==> config.mk <==
export PLATFORM = sky130hd
export DESIGN_NAME = wb_arbiter
export DESIGN_NICKNAME = d
export VERILOG_FILES = /design/src/rtl/wb_arbiter.sv
export SDC_FILE = /design/constraint.sdc
export NUM_CORES = 1
export LEC_CHECK = 0
export ABC_AREA = 1
export CORE_MARGIN = 2
export CORE_UTILIZATION = 35
export DETAILED_ROUTE_END_ITERATION = 10
export DONT_BUFFER_PORTS = 1
export PLACE_DENSITY_LB_ADDON = 0.1
export SKIP_CTS_REPAIR_TIMING = 1
export SYNTH_ARGS = -nofsm -noshare
export SYNTH_HDL_FRONTEND = slang
export SYNTH_SLANG_ARGS = --single-unit
==> constraint.sdc <==
create_clock -name i_clk -period 4.7 [get_ports i_clk]
set_input_delay 0 -clock i_clk [delete_from_list [all_inputs] [get_ports i_clk]]
set_output_delay 0 -clock i_clk [all_outputs]
set_load 0.01 [all_outputs]
==> src/rtl/wb_arbiter.sv <==
// ---------------------------------------------------------------------------
// wb_arbiter
//
// Write-back arbiter and buffer for the register file write port.
// Two producers (LSU and ALU) push register writes into a small in-order
// FIFO. The head is issued to the register file through a registered port,
// at most one write per cycle. Writes still waiting in the FIFO or sitting
// in the output register are forwarded to the decode stage through two
// combinational bypass ports.
//
// Ports
//   i_clk, i_rst                 clock, asynchronous active-high reset
//   i_lsu_valid / o_lsu_ready    LSU request handshake
//   i_lsu_waddr, i_lsu_wdata     LSU destination register and data
//   i_alu_valid / o_alu_ready    ALU request handshake
//   i_alu_waddr, i_alu_wdata     ALU destination register and data
//   o_rf_we, o_rf_waddr,         registered register-file write port
//   o_rf_wdata
//   i_byp_raddr1/2               decode-stage read addresses
//   o_byp_hit1/2, o_byp_data1/2  forwarding result per read port
//   o_count, o_full, o_empty     FIFO occupancy
// ---------------------------------------------------------------------------
module wb_arbiter #(
  parameter int DEPTH = 4
) (
  input  logic                     i_clk,
  input  logic                     i_rst,
  input  logic                     i_lsu_valid,
  output logic                     o_lsu_ready,
  input  logic [4:0]               i_lsu_waddr,
  input  logic [31:0]              i_lsu_wdata,
  input  logic                     i_alu_valid,
  output logic                     o_alu_ready,
  input  logic [4:0]               i_alu_waddr,
  input  logic [31:0]              i_alu_wdata,
  output logic                     o_rf_we,
  output logic [4:0]               o_rf_waddr,
  output logic [31:0]              o_rf_wdata,
  input  logic [4:0]               i_byp_raddr1,
  input  logic [4:0]               i_byp_raddr2,
  output logic                     o_byp_hit1,
  output logic                     o_byp_hit2,
  output logic [31:0]              o_byp_data1,
  output logic [31:0]              o_byp_data2,
  output logic [$clog2(DEPTH):0]   o_count,
  output logic                     o_full,
  output logic                     o_empty
);

  localparam int PW = $clog2(DEPTH);
  localparam int CW = PW + 1;

  logic [4:0]    r_mem_addr [DEPTH];
  logic [31:0]   r_mem_data [DEPTH];
  logic [PW-1:0] r_head;
  logic [PW-1:0] r_tail;
  logic [CW-1:0] r_count;
  logic          r_rf_we;
  logic [4:0]    r_rf_waddr;
  logic [31:0]   r_rf_wdata;

  logic [CW-1:0] w_free;
  logic          w_lsu_push;
  logic          w_alu_push;
  logic          w_pop;
  logic [PW-1:0] w_alu_slot;
  logic          w_hit1;
  logic          w_hit2;
  logic [31:0]   w_data1;
  logic [31:0]   w_data2;

  // Free space comes from the registered count only, so an entry popped this
  // cycle cannot be reused by a push in the same cycle. The ALU needs a
  // second slot whenever the LSU is also asking, which makes alu_ready
  // depend on lsu_valid.
  assign w_free      = CW'(DEPTH) - r_count;
  assign o_lsu_ready = (w_free >= CW'(1));
  assign o_alu_ready = (w_free >= (CW'(1) + CW'(i_lsu_valid)));

  // Writes to r0 complete the handshake but never occupy a slot.
  assign w_lsu_push = i_lsu_valid && o_lsu_ready && (i_lsu_waddr != 5'd0);
  assign w_alu_push = i_alu_valid && o_alu_ready && (i_alu_waddr != 5'd0);
  assign w_pop      = (r_count != '0);

  // The LSU entry is older, so when both push the ALU lands one slot later.
  assign w_alu_slot = r_tail + PW'(w_lsu_push);

  // Queue storage carries no reset; validity is defined by head and count.
  always_ff @(posedge i_clk) begin
    if (w_lsu_push) begin
      r_mem_addr[r_tail] <= i_lsu_waddr;
      r_mem_data[r_tail] <= i_lsu_wdata;
    end
    if (w_alu_push) begin
      r_mem_addr[w_alu_slot] <= i_alu_waddr;
      r_mem_data[w_alu_slot] <= i_alu_wdata;
    end
  end

  // Pointer, occupancy and output register. The head is issued on every
  // edge where the queue was non-empty; the address/data hold otherwise.
  always_ff @(posedge i_clk or posedge i_rst) begin
    if (i_rst) begin
      r_head     <= '0;
      r_tail     <= '0;
      r_count    <= '0;
      r_rf_we    <= 1'b0;
      r_rf_waddr <= '0;
      r_rf_wdata <= '0;
    end else begin
      r_tail  <= r_tail + PW'(w_lsu_push) + PW'(w_alu_push);
      r_count <= r_count + CW'(w_lsu_push) + CW'(w_alu_push) - CW'(w_pop);
      r_rf_we <= w_pop;
      if (w_pop) begin
        r_rf_waddr <= r_mem_addr[r_head];
        r_rf_wdata <= r_mem_data[r_head];
        r_head     <= r_head + PW'(1);
      end
    end
  end

  // Bypass search walks the queue from oldest to youngest so the youngest
  // match overwrites earlier ones. The output register is only consulted
  // when nothing in the queue matches, and r0 is forced to miss.
  always_comb begin
    logic [PW-1:0] w_idx;
    w_hit1  = 1'b0;
    w_hit2  = 1'b0;
    w_data1 = '0;
    w_data2 = '0;
    w_idx   = '0;
    for (int i = 0; i < DEPTH; i++) begin
      w_idx = r_head + PW'(i);
      if (CW'(i) < r_count) begin
        if (r_mem_addr[w_idx] == i_byp_raddr1) begin
          w_hit1  = 1'b1;
          w_data1 = r_mem_data[w_idx];
        end
        if (r_mem_addr[w_idx] == i_byp_raddr2) begin
          w_hit2  = 1'b1;
          w_data2 = r_mem_data[w_idx];
        end
      end
    end
    if (!w_hit1 && r_rf_we && (r_rf_waddr == i_byp_raddr1)) begin
      w_hit1  = 1'b1;
      w_data1 = r_rf_wdata;
    end
    if (!w_hit2 && r_rf_we && (r_rf_waddr == i_byp_raddr2)) begin
      w_hit2  = 1'b1;
      w_data2 = r_rf_wdata;
    end
    if (i_byp_raddr1 == 5'd0) begin
      w_hit1  = 1'b0;
      w_data1 = '0;
    end
    if (i_byp_raddr2 == 5'd0) begin
      w_hit2  = 1'b0;
      w_data2 = '0;
    end
  end

  assign o_byp_hit1  = w_hit1;
  assign o_byp_hit2  = w_hit2;
  assign o_byp_data1 = w_data1;
  assign o_byp_data2 = w_data2;

  assign o_rf_we    = r_rf_we;
  assign o_rf_waddr = r_rf_waddr;
  assign o_rf_wdata = r_rf_wdata;

  assign o_count = r_count;
  assign o_full  = (r_count == CW'(DEPTH));
  assign o_empty = (r_count == '0);

endmodule

==> results of run 1 <==
## layout make-up
cell class / count / area [um2]
well taps: 615 / 769
clock buffers: 19 / 433
inverters: 217 / 817
multi-input cells: 2107 / 9480
flip-flops and latches: 193 / 5580
fillers: 5134 / 28800
repair buffers: 153 / 1440
clock inverters: 12 / 115
diodes: 6 / 15.0
## state kept, by name, indices dropped and copies added, names as in the netlist
name / count
r_mem_data: 128
o_rf_wdata: 32
r_mem_addr: 20
o_rf_waddr: 5
o_count: 3
r_head: 2
r_tail: 2
o_rf_we: 1
## Yosys cell counts (2+ instances only)
master and instances:
a21boi_1 2, a21oi_1 5, buf_1 15, buf_2 68, buf_4 13, buf_6 8
clkbuf_1 100, dfrtp_1 45, edfxtp_1 148, fa_1 2, ha_1 11, inv_1 214
inv_2 2, nand2_1 908, nand2_2 5, nand3_1 152, nand3_2 3, nand3b_1 2
nand4_1 130, nor2_1 347, nor2_2 7, nor2_4 2, nor3_1 4, o21ai_0 478
o21ai_1 33, o22ai_1 2, o31ai_1 2, xnor2_1 7
## cells in the final DEF, fill, tap and decap left out, types with 4 or more instances in the layout
master,instances
nand4_1,130
nor2_2,14
nand2_2,6
inv_8,4
xnor2_1,7
nand2_1,907
nand3_1,147
o21ai_0,476
a21oi_1,5
buf_4,39
inv_6,6
clkbuf_16,17
ha_1,11
nor3_1,4
inv_2,4
inv_1,212
nor2_1,340
dlygate4sd3_1,113
nand3_2,8
diode_2,6
edfxtp_1,148
dfrtp_1,43
o21ai_1,33
## power breakdown
part           switching (W)  internal, W
clock               0.000745     0.000699
sequential          0.000770      0.00302
combinational        0.00811      0.00250
total                0.00962      0.00621
## metal layers
layer  up-vias  global-route usage [%]  share of wire (%)
met4         2                    5.00               0.88
met1      8365                    44.5                 53
met2       812                    31.8                 37
li1       8841                       -                  -
met3        33                    7.75                9.8
met5         -                       0              0.019
## cell families after synthesis
family          after synthesis  synth area share, %
simple gates               1563                 38.8
compound gates              524                 15.8
buf+inv                     421                 10.6
flops                       193                 33.3
fa+ha+maj                    13                 1.06
xor+xnor                      7                0.367
## metrics by stage
stage | instance area (um2) | util [%] | cells
final | 18600 | 39.3 | 3322
after CTS | 17500 | 36.9 | 3203
after global routing | 18600 | 39.3 | 3321
after global placement | 17000 | 35.7 | 3172
after floorplan | 16700 | - | 2721
after detailed placement | 17000 | 35.7 | 3172
## worst max-delay path by stage
stage	to	slack, ns	depth (start not counted)	startpoint
floorplan	r_mem_addr[2][0]$_DFFE_PP_	0.05	6	o_count[0]$_DFF_PP0_
global placement	o_byp_data1[5]	1.00	15	r_head[0]$_DFFE_PP0N_
detailed placement	r_mem_data[3][16]$_DFFE_PP_	1.0	12	o_count[0]$_DFF_PP0_
CTS	o_byp_data1[2]	0.48	15	r_head[0]$_DFFE_PP0N_
global route	r_mem_data[3][21]$_DFFE_PP_	0.07	13	o_count[0]$_DFF_PP0_
finish	r_mem_data[3][15]$_DFFE_PP_	0.43	13	o_count[0]$_DFF_PP0_
## critical path, stage by stage (launching register included)
cell and delay (ns):
dfrtp_1 0.44, inv_1 0.17, ha_1 0.25, ha_1 0.30, nand3b_1 0.17, nand3_1 0.33
inv_1 0.11, ha_1 0.20, xnor2_1 0.40, inv_1 0.15, nand3_2 0.14, buf_4 0.54
o21ai_0 0.16, dlygate4sd3_1 0.59
==> impl_results.md, run 1 <==
- Critical Path End Type: flip-flop
- Initial Util: 35.2%
- I/O Pins: between 150 and 200
- Arr. time, crit path: 4.51 ns
- Leak pwr: 9.29 nW
- Worst rel slew slack: approximately a fifth
- Setup WS pre-CTS: between 0.9 and 1 ns
- Status: finished, final reports clean
- Max Clk Rate: 234 MHz
- CTS root buf: clkbuf_16
- Global-route usage over all layers: 26.5%
- Post-synth net total: 2822
- PwrDens: ~850 nW/um2
- Yosys warning count: 0
- Dominant synthesized flop cell: edfxtp_1
- Post-synth EDFFs: ~150
- Post-synth ARST share: 23.3%
- Initial antenna violation count: 6
- First-pass iteration count of the detailed router: 6
- DIE AREA: 49500 um2
- Port Buf Inserts: 0
- Global-route wire length before repair: 99700 um
- Iter 0 DRT Violations: ~2400
- Routed WL: 67500 um
- RSZ-0062 raised after global routing: no
- Die H: 223 um
- Hold Crit Class: in -> reg
- Wirelength per Cell: slightly above 20 um
- Clock slew at reported path FFs: 0.08 ns
- CTS tree: yes
- Synthesized area: 16700 um2
- Mean post-synth cell area: 6.14 um2
- Worst Path Required: 4.94 ns
- Max clock buf depth: 2
- Tot Pwr: 0.0158 W
- Slew @ Worst Pin: 1.19 ns
- Fin nets: 2790
- Final hold violations: 0
- Worst clock skew: between 0.01 and 0.015 ns
- Fraction of the yosys area taken by sequential cells: about 33%
- CTS Sinks: 193
- Layout cell share with drive strength beyond 1: 4.18%
- Period utilisation layout: approximately nine tenths
- Largest net degree at the start of global routing: 169
- Setup Viol. Count Final: 0
- End of the worst register-to-register path: r_mem_data[3][15]$_DFFE_PP_
- Worst Hold End: o_count[0]$_DFF_PP0_
- Post-DR vias/cell: 5.43
- Area contributors post-synth: edfxtp_1 27%, nand2_1 20%, o21ai_0 14%, nor2_1 7.8%, dfrtp_1 6.7%
- Setup slack, reg-to-reg: 0.43 ns
- Vias in the first global route: 14900
- CP Max Fanout: 74
- WHS: around 0.15 ns
- Hold path start: i_alu_waddr[4]
- Worst flop-to-flop path startpoint: o_count[0]$_DFF_PP0_
- TNS Setup: 0 ns
- Max Slew Vio Count: 0
- GRT overflow: 0
- Setup ws final: 0.429 ns
- HPWL reported at the end of detailed placement: 49300 um
- FP Rows: 80
- Post-route ant nets: 0
- Post-synth top area share: 26.6%
- Routability-driven placement congestion ratio: between 0.9 and 1
- R2R cell count: 13
- Core Footprint: 47400 um2
- Clock Latency Late Sink: between 0.4 and 0.5 ns
- Hold Crit Depth: 5
- Area delta synth->final: 11.6%
- MaxCap Viol Count: 0
- DRC Markers: 0
- CTS H-tree lvls: 4
- Die width: 223 um
- Peak supply drop: ~0.4 mV
- Synth Register Bits: 193
- Vias post-DR: about 18000
- Startpoint Class: flip-flop
- Post-route minimum period: roughly 4.3 ns
- Inserted Clock Buffers: 17
- Netlist cell types: 34
- Gate Count Post-Synth: 2721
- Crit path kind: reg -> reg
- Synth area leader: edfxtp_1
Power figures use the tool's default switching activity.
==> run 2, diff against run 1 <==
--- a/config.mk
+++ b/config.mk
@@ -6,8 +6,10 @@
 export NUM_CORES = 1
 export LEC_CHECK = 0
 export ABC_AREA = 1
+export CELL_PAD_IN_SITES_DETAIL_PLACEMENT = 0
+export CELL_PAD_IN_SITES_GLOBAL_PLACEMENT = 2
 export CORE_MARGIN = 2
-export CORE_UTILIZATION = 35
+export CORE_UTILIZATION = 32
 export DETAILED_ROUTE_END_ITERATION = 10
 export DONT_BUFFER_PORTS = 1
 export PLACE_DENSITY_LB_ADDON = 0.1
==> impl_results.md, run 2 (synthesized netlist as in run 1, its figures left out) <==
- Post-route ant nets: 0 (unchanged)
- Worst clock skew: 0.00820 ns (-0.00459 ns)
- CP Cell Sequence: inv_4 -> nand2_1 -> nand2_2 -> nand2_1 -> nand2_1 -> nand2_1 -> nand2_1 -> nor2_2 -> nand3_1 -> nand2_2 -> nor2_4 -> nand2_2 -> nand2_1 -> nor2_1 -> nor2_1
- Worst flop-to-flop path startpoint: o_count[0]$_DFF_PP0_
- Max Slew Vio Count: 0 (unchanged)
- Arr. time, crit path: 4.30 ns (-0.21 ns)
- Max clock buf depth: 2 (unchanged)
- PwrDens: 854 nW/um2 (+0.60%)
- Core Footprint: 51500 um2 (+8.6%)
- Post-DP Area: 17100 um2 (+0.58%)
- Peak supply drop: 0.503 mV (+25%)
- Hold path start: i_lsu_valid
- Fin nets: 2789 (-0.036%)
- Crit path kind: reg -> out
- Post-DR vias/cell: 5.26 (-3.2%)
- Clock Latency Late Sink: 0.49 ns (about the same)
- Vias in the first global route: 14900 (+0.13%)
- Iter 0 DRT Violations: 2265 (-5.1%)
- Routed WL: 69700 um (+3.2%)
- Period utilisation layout: 91.6% (+0.71 points)
- DIE AREA: 54100 um2 (+9.2%)
- Final hold violations: 0 (unchanged)
- Vias post-DR: 17800 (-1.4%)
- Routability-driven placement congestion ratio: 0.867 (-4.9%)
- Biggest register: r_mem_data
- HPWL reported at the end of detailed placement: 52400 um (+6.3%)
- Setup WS pre-CTS: 0.908 ns (-0.0886 ns)
- Die H: 233 um (+4.5%)
- Commonest non-fill, non-tap cell in the layout: nand2_1
- Global-route usage over all layers: 25.5% (-1.0 points)
- CP Max Fanout: 34 (-54%)
- Final Cell Area: 18700 um2 (+0.51%)
- Leak pwr: 9.29 nW (about the same)
- MaxCap Viol Count: 0 (unchanged)
- Hold Crit Class: in -> reg
- CTS tree: yes
- Inserted Clock Buffers: 17 (unchanged)
- TNS Setup: 0 ns (unchanged)
- Final core occ: 36.4% (-2.9 points)
- Clock slew at reported path FFs: 0.07 ns (about the same)
- Setup ws final: 0.395 ns (-0.0336 ns)
- Port Buf Inserts: 0 (unchanged)
- RSZ-0062 raised after global routing: no
- Max Clk Rate: 232 MHz (-0.78%)
- Die width: 233 um (+4.5%)
- Status: finished, final reports clean
- CP max stage delay: 0.66 ns (+0.07 ns)
- Initial antenna violation count: 4 (-2)
- Largest net degree at the start of global routing: 193 (+14%)
- FP Rows: 83 (+3.8%)
- CTS root buf: clkbuf_16
- CP top delay family: simple AND/OR/NAND/NOR gates
- Crit-path most repeated cell: nand2_1
- Startpoint Class: flip-flop
- Max reg flops: 128 (unchanged)
- Slowest cell on crit path: nor2_4
- I/O Pins: 199 (unchanged)
- Most frequent cells in the layout: 907 x nand2_1, 476 x o21ai_0, 340 x nor2_1, 212 x inv_1, 148 x edfxtp_1
- Wirelength per Cell: 20.6 um (+1.3%)
- Initial Util: 32.4% (-2.8 points)
- Critical Path End Type: output pin
- First-pass iteration count of the detailed router: 6 (unchanged)
- Worst Path Required: 4.70 ns (-0.24 ns)
- Worst rel slew slack: 23.0% (+2.0 points)
- DRC Markers: 0 (unchanged)
- Worst Path Buf+Inv: 1 (-4)
- Global-route wire length before repair: 102000 um (+2.6%)
- Slew @ Worst Pin: 1.15 ns (-0.0351 ns)
- CP startpoint: r_head[0]$_DFFE_PP0N_
- Layout cell share with drive strength beyond 1: 4.18% (unchanged)
- CTS H-tree lvls: 4 (unchanged)
- GRT overflow: 0 (unchanged)
- Area delta synth->final: 12.1%
- Post-route minimum period: 4.30 ns (+0.0336 ns)
- CTS Sinks: 193 (unchanged)
- Setup Viol. Count Final: 0 (unchanged)
## run 2: cell count changes in the layout (fill, tap and decap cells not counted), sizes merged
cell      change
clkinv        +2
clkbuf        -2
clkinvlp      +3
buf           -1
inv           -2
diode         -2
## run 2: through the flow
| step | hold WS (ns) | total power, W | std cells |
|---|---|---|---|
| floorplan | 0.191 | 0.0105 | 2721 |
| global placement | 0.143 | 0.0140 | 3236 |
| detailed placement | 0.142 | 0.0141 | 3236 |
| CTS | -0.403 | 0.0156 | 3268 |
| global route | 0.105 | 0.0174 | 3385 |
| finish | 0.0960 | 0.0160 | 3385 |
## run 2: area by class of cell
cell class                      count  area, um2
Clock buffer                       17        425
Antenna cell                        4       10.0
Inverter                          217        817
Sequential cell                   193       5580
Timing Repair Buffer              152       1460
Multi-Input combinational cell   2107       9480
Clock inverter                     15        124
Tap cell                          680        851
Fill cell                        5597      32800
## run 2: routing by layer
metal / GRT usage (%) / up-vias / routed length [um]
li1: - / 8847 / -
met1: 44.9 / 8148 / 38000
met2: 29.0 / 766 / 24300
met3: 6.14 / 38 / 6630
met4: 4.48 / 0 / 680
met5: 0 / - / 0
## run 2: worst paths after layout
check	to	slack (ns)	cells past startpoint
min reg2reg	o_rf_wdata[17]$_DFFE_PP0N_	0.63	2
max in group asynchronous	r_head[0]$_DFFE_PP0N_	3.98	3
min in group asynchronous	o_rf_wdata[11]$_DFFE_PP0N_	0.16	3
max reg2reg	r_mem_data[3][17]$_DFFE_PP_	0.62	13
max	o_byp_data2[17]	0.40	15
min	r_mem_addr[2][0]$_DFFE_PP_	0.1	2
## run 2: power by group
part           total, W  leakage, nW  switching, W  internal [W]
Sequential      0.00375         1.92      0.000736       0.00302
Combinational    0.0108         7.11       0.00831       0.00251
Clock           0.00144        0.263      0.000748      0.000692
==> run 3, diff against run 2 <==
--- a/config.mk
+++ b/config.mk
@@ -6,12 +6,14 @@
 export NUM_CORES = 1
 export LEC_CHECK = 0
 export ABC_AREA = 1
+export BUFFER_PORTS_ARGS = -buffer_cell sky130_fd_sc_hd__buf_2
+export CAP_MARGIN = 40
 export CELL_PAD_IN_SITES_DETAIL_PLACEMENT = 0
 export CELL_PAD_IN_SITES_GLOBAL_PLACEMENT = 2
 export CORE_MARGIN = 2
-export CORE_UTILIZATION = 32
+export CORE_UTILIZATION = 29
+export CTS_BUF_LIST = sky130_fd_sc_hd__clkbuf_16
 export DETAILED_ROUTE_END_ITERATION = 10
-export DONT_BUFFER_PORTS = 1
 export PLACE_DENSITY_LB_ADDON = 0.1
 export SKIP_CTS_REPAIR_TIMING = 1
 export SYNTH_ARGS = -nofsm -noshare
==> impl_results.md, run 3 (synthesized netlist as in run 1, its figures left out) <==
- Worst clock skew: 0.0105 ns (+0.00228 ns)
- DRC Markers: 0 (unchanged)
- Startpoint Class: flip-flop
- Arr. time, crit path: 4.31 ns (about the same)
- Layout cell share with drive strength beyond 1: 10.9% (+6.7 points)
- Leak pwr: 10.2 nW (+9.7%)
- Post-DP Area: 18200 um2 (+6.5%)
- Most frequent cells in the layout: 907 x nand2_1, 476 x o21ai_0, 340 x nor2_1, 212 x inv_1, 198 x buf_2
- Biggest register: r_mem_data
- Setup Viol. Count Final: 0 (unchanged)
- Largest net degree at the start of global routing: 180 (-6.7%)
- Area delta synth->final: 18.9%
- Max Slew Vio Count: 0 (unchanged)
- P_sw: 0.0101 W (+3.1%)
- Vias post-DR: 18400 (+3.5%)
- Routability-driven placement congestion ratio: 0.929 (+7.1%)
- CP top delay family: simple AND/OR/NAND/NOR gates
- R2R cell count: 13 (unchanged)
- Fill count: 6254 (+12%)
- First-pass iteration count of the detailed router: 6 (unchanged)
- Period utilisation layout: 91.6% (about the same)
- Post-route minimum period: 4.31 ns (+0.00147 ns)
- Initial Util: 29.5% (-3.0 points)
- Critical Path End Type: output pin
- Worst Path Buf+Inv: 3 (+2)
- Clock Latency Late Sink: 0.49 ns (about the same)
- Hold Crit Depth: 3 (+1)
- Slew @ Worst Pin: 0.846 ns (-0.304 ns)
- Wirelength per Cell: 20.0 um (-2.9%)
- RSZ-0062 raised after global routing: no
- Worst rel slew slack: 43.5% (+20 points)
- Slowest cell on crit path: dfrtp_4
- Global-route usage over all layers: 23.8% (-1.7 points)
- Sequential fraction of design power: 21.3% (-2.1 points)
- CTS H-tree lvls: 4 (unchanged)
- Sw Ratio: 60.2% (-0.93 points)
- CTS Sinks: 193 (unchanged)
- CTS root buf: clkbuf_16
- MaxCap Viol Count: 0 (unchanged)
- Max reg flops: 128 (unchanged)
- Max clock buf depth: 2 (unchanged)
- TNS Setup: 0 ns (unchanged)
- Post-route ant nets: 0 (unchanged)
- Initial antenna violation count: 0 (-4)
- DIE AREA: 59600 um2 (+10%)
- Final hold violations: 0 (unchanged)
- CP max stage delay: 0.69 ns (+0.03 ns)
- Vias in the first global route: 15900 (+6.7%)
- Commonest non-fill, non-tap cell in the layout: nand2_1
- FP Rows: 87 (+4.8%)
- Hold Crit Class: in -> reg
- Iter 0 DRT Violations: 1884 (-17%)
- PwrDens: 843 nW/um2 (-1.3%)
- Worst Path Required: 4.70 ns (about the same)
- GRT overflow: 0 (unchanged)
- HPWL reported at the end of detailed placement: 53900 um (+2.9%)
- Multi-input logic area: 9500 um2 (+0.18%)
- Combinational power share: 69.9% (+2.3 points)
- CTS tree: yes
- Stages on worst setup path: 16 (+1)
- Clock slew at reported path FFs: 0.08 ns (about the same)
- Max Clk Rate: 232 MHz (about the same)
- Fin nets: 2992 (+7.3%)
- Routed WL: 73100 um (+5.0%)
- Internal power: 0.00666 W (+7.2%)
- Global-route wire length before repair: 107000 um (+4.8%)
- Port Buf Inserts: 198 (+198)
- Die H: 244 um (+5.0%)
- CP Cell Sequence: inv_4 -> nand2_1 -> nand2_2 -> nand2_1 -> nand2_1 -> nand2_1 -> inv_1 -> nor2_2 -> nand3_1 -> nand2_1 -> nor2_4 -> nand2_4 -> nand2_1 -> nor2_1 -> nor2_1 -> buf_2
- CP Max Fanout: 47 (+38%)
- Crit-path most repeated cell: nand2_1
- Clock share of power: 8.8% (-0.2 points)
- Status: finished, final reports clean
- Register area: 5580 um2 (unchanged)
- Post-DR vias/cell: 5.03 (-4.3%)
- Final Cell Area: 19900 um2 (+6.0%)
- Core Footprint: 56700 um2 (+10%)
- Crit path kind: reg -> out
- Inserted Clock Buffers: 17 (unchanged)
- Die width: 244 um (+5.0%)
- I/O Pins: 199 (unchanged)
- Peak supply drop: 0.415 mV (-18%)
==> run 3: cell count changes in the layout (fill, tap and decap cells not counted) <==
cell        previous run  this run
buf_2                  0       198
buf_4                 36        40
diode_2                4         1
inv_8                  4         7
buf_12                 3         1
nor2_2                14        16
buf_16                 0         1
clkinv_2               1         0
clkinvlp_4             3         2
inv_6                  4         3
nand2_2                6         5
nand2_4                1         2
==> run 3: path summary, 6_finish.rpt <==
check | endpoint | slack [ns] | from
worst max register to register | r_mem_data[2][30]$_DFFE_PP_ | 0.55 | o_count[0]$_DFF_PP0_
worst min-delay path | r_mem_data[3][2]$_DFFE_PP_ | 0.22 | i_lsu_valid
max in group asynchronous | r_head[0]$_DFFE_PP0N_ | 3.85 | i_rst
worst min register to register | o_rf_wdata[5]$_DFFE_PP0N_ | 0.57 | o_rf_wdata[5]$_DFFE_PP0N_
min in group asynchronous | o_rf_wdata[29]$_DFFE_PP0N_ | 0.27 | i_rst
worst max-delay path | o_byp_data1[3] | 0.39 | r_head[0]$_DFFE_PP0N_
==> run 3: worst reg2reg max path, stage by stage, from the launching register on <==
cell,delay (ns)
dfrtp_1,0.40
inv_1,0.15
ha_1,0.25
ha_1,0.30
nand3b_1,0.10
nand3_1,0.29
inv_1,0.11
ha_1,0.21
xnor2_1,0.40
inv_1,0.15
nand3_2,0.14
buf_4,0.60
o21ai_0,0.22
dlygate4sd3_1,0.59
==> run 3: metrics by stage <==
stage	total power (W)	hold slack (ns)	setup WS (ns)	util [%]	std cells
after floorplan	0.0105	0.191	0.0510	-	2721
after global placement	0.0147	0.242	0.701	32.0	3512
after detailed placement	0.0148	0.246	0.663	32.0	3513
after CTS	0.0163	-0.292	0.102	33.0	3545
after global routing	0.0182	0.222	0.0232	35.0	3660
final	0.0168	0.217	0.394	35.0	3661
==> run 3: area by class of cell <==
type                    instances  area share, %
inverters                     217           4.11
clock buffers                  17           2.14
diodes                          1         0.0126
well taps                     756           4.76
clock inverters                15          0.686
multi-input cells            2109           47.8
flip-flops and latches        193           28.1
repair buffers                353           12.4
==> run 3: power groups by stage <==
stage               combinational [W]  sequential [W]  clock, W
floorplan                     0.00704         0.00347         0
global placement               0.0111         0.00359         0
detailed placement             0.0112         0.00360         0
CTS                            0.0112         0.00356   0.00151
global route                   0.0130         0.00366   0.00157
finish                         0.0117         0.00357   0.00147
==> run 3: layer usage <==
layer / global-route usage [%] / share of wire [%] / vias up
li1: - / - / 9246
met4: 4.07 / 0.85 / 0
met2: 29.1 / 37 / 699
met1: 41.3 / 55 / 8442
met3: 4.10 / 7.0 / 32
met5: 0 / 0 / -
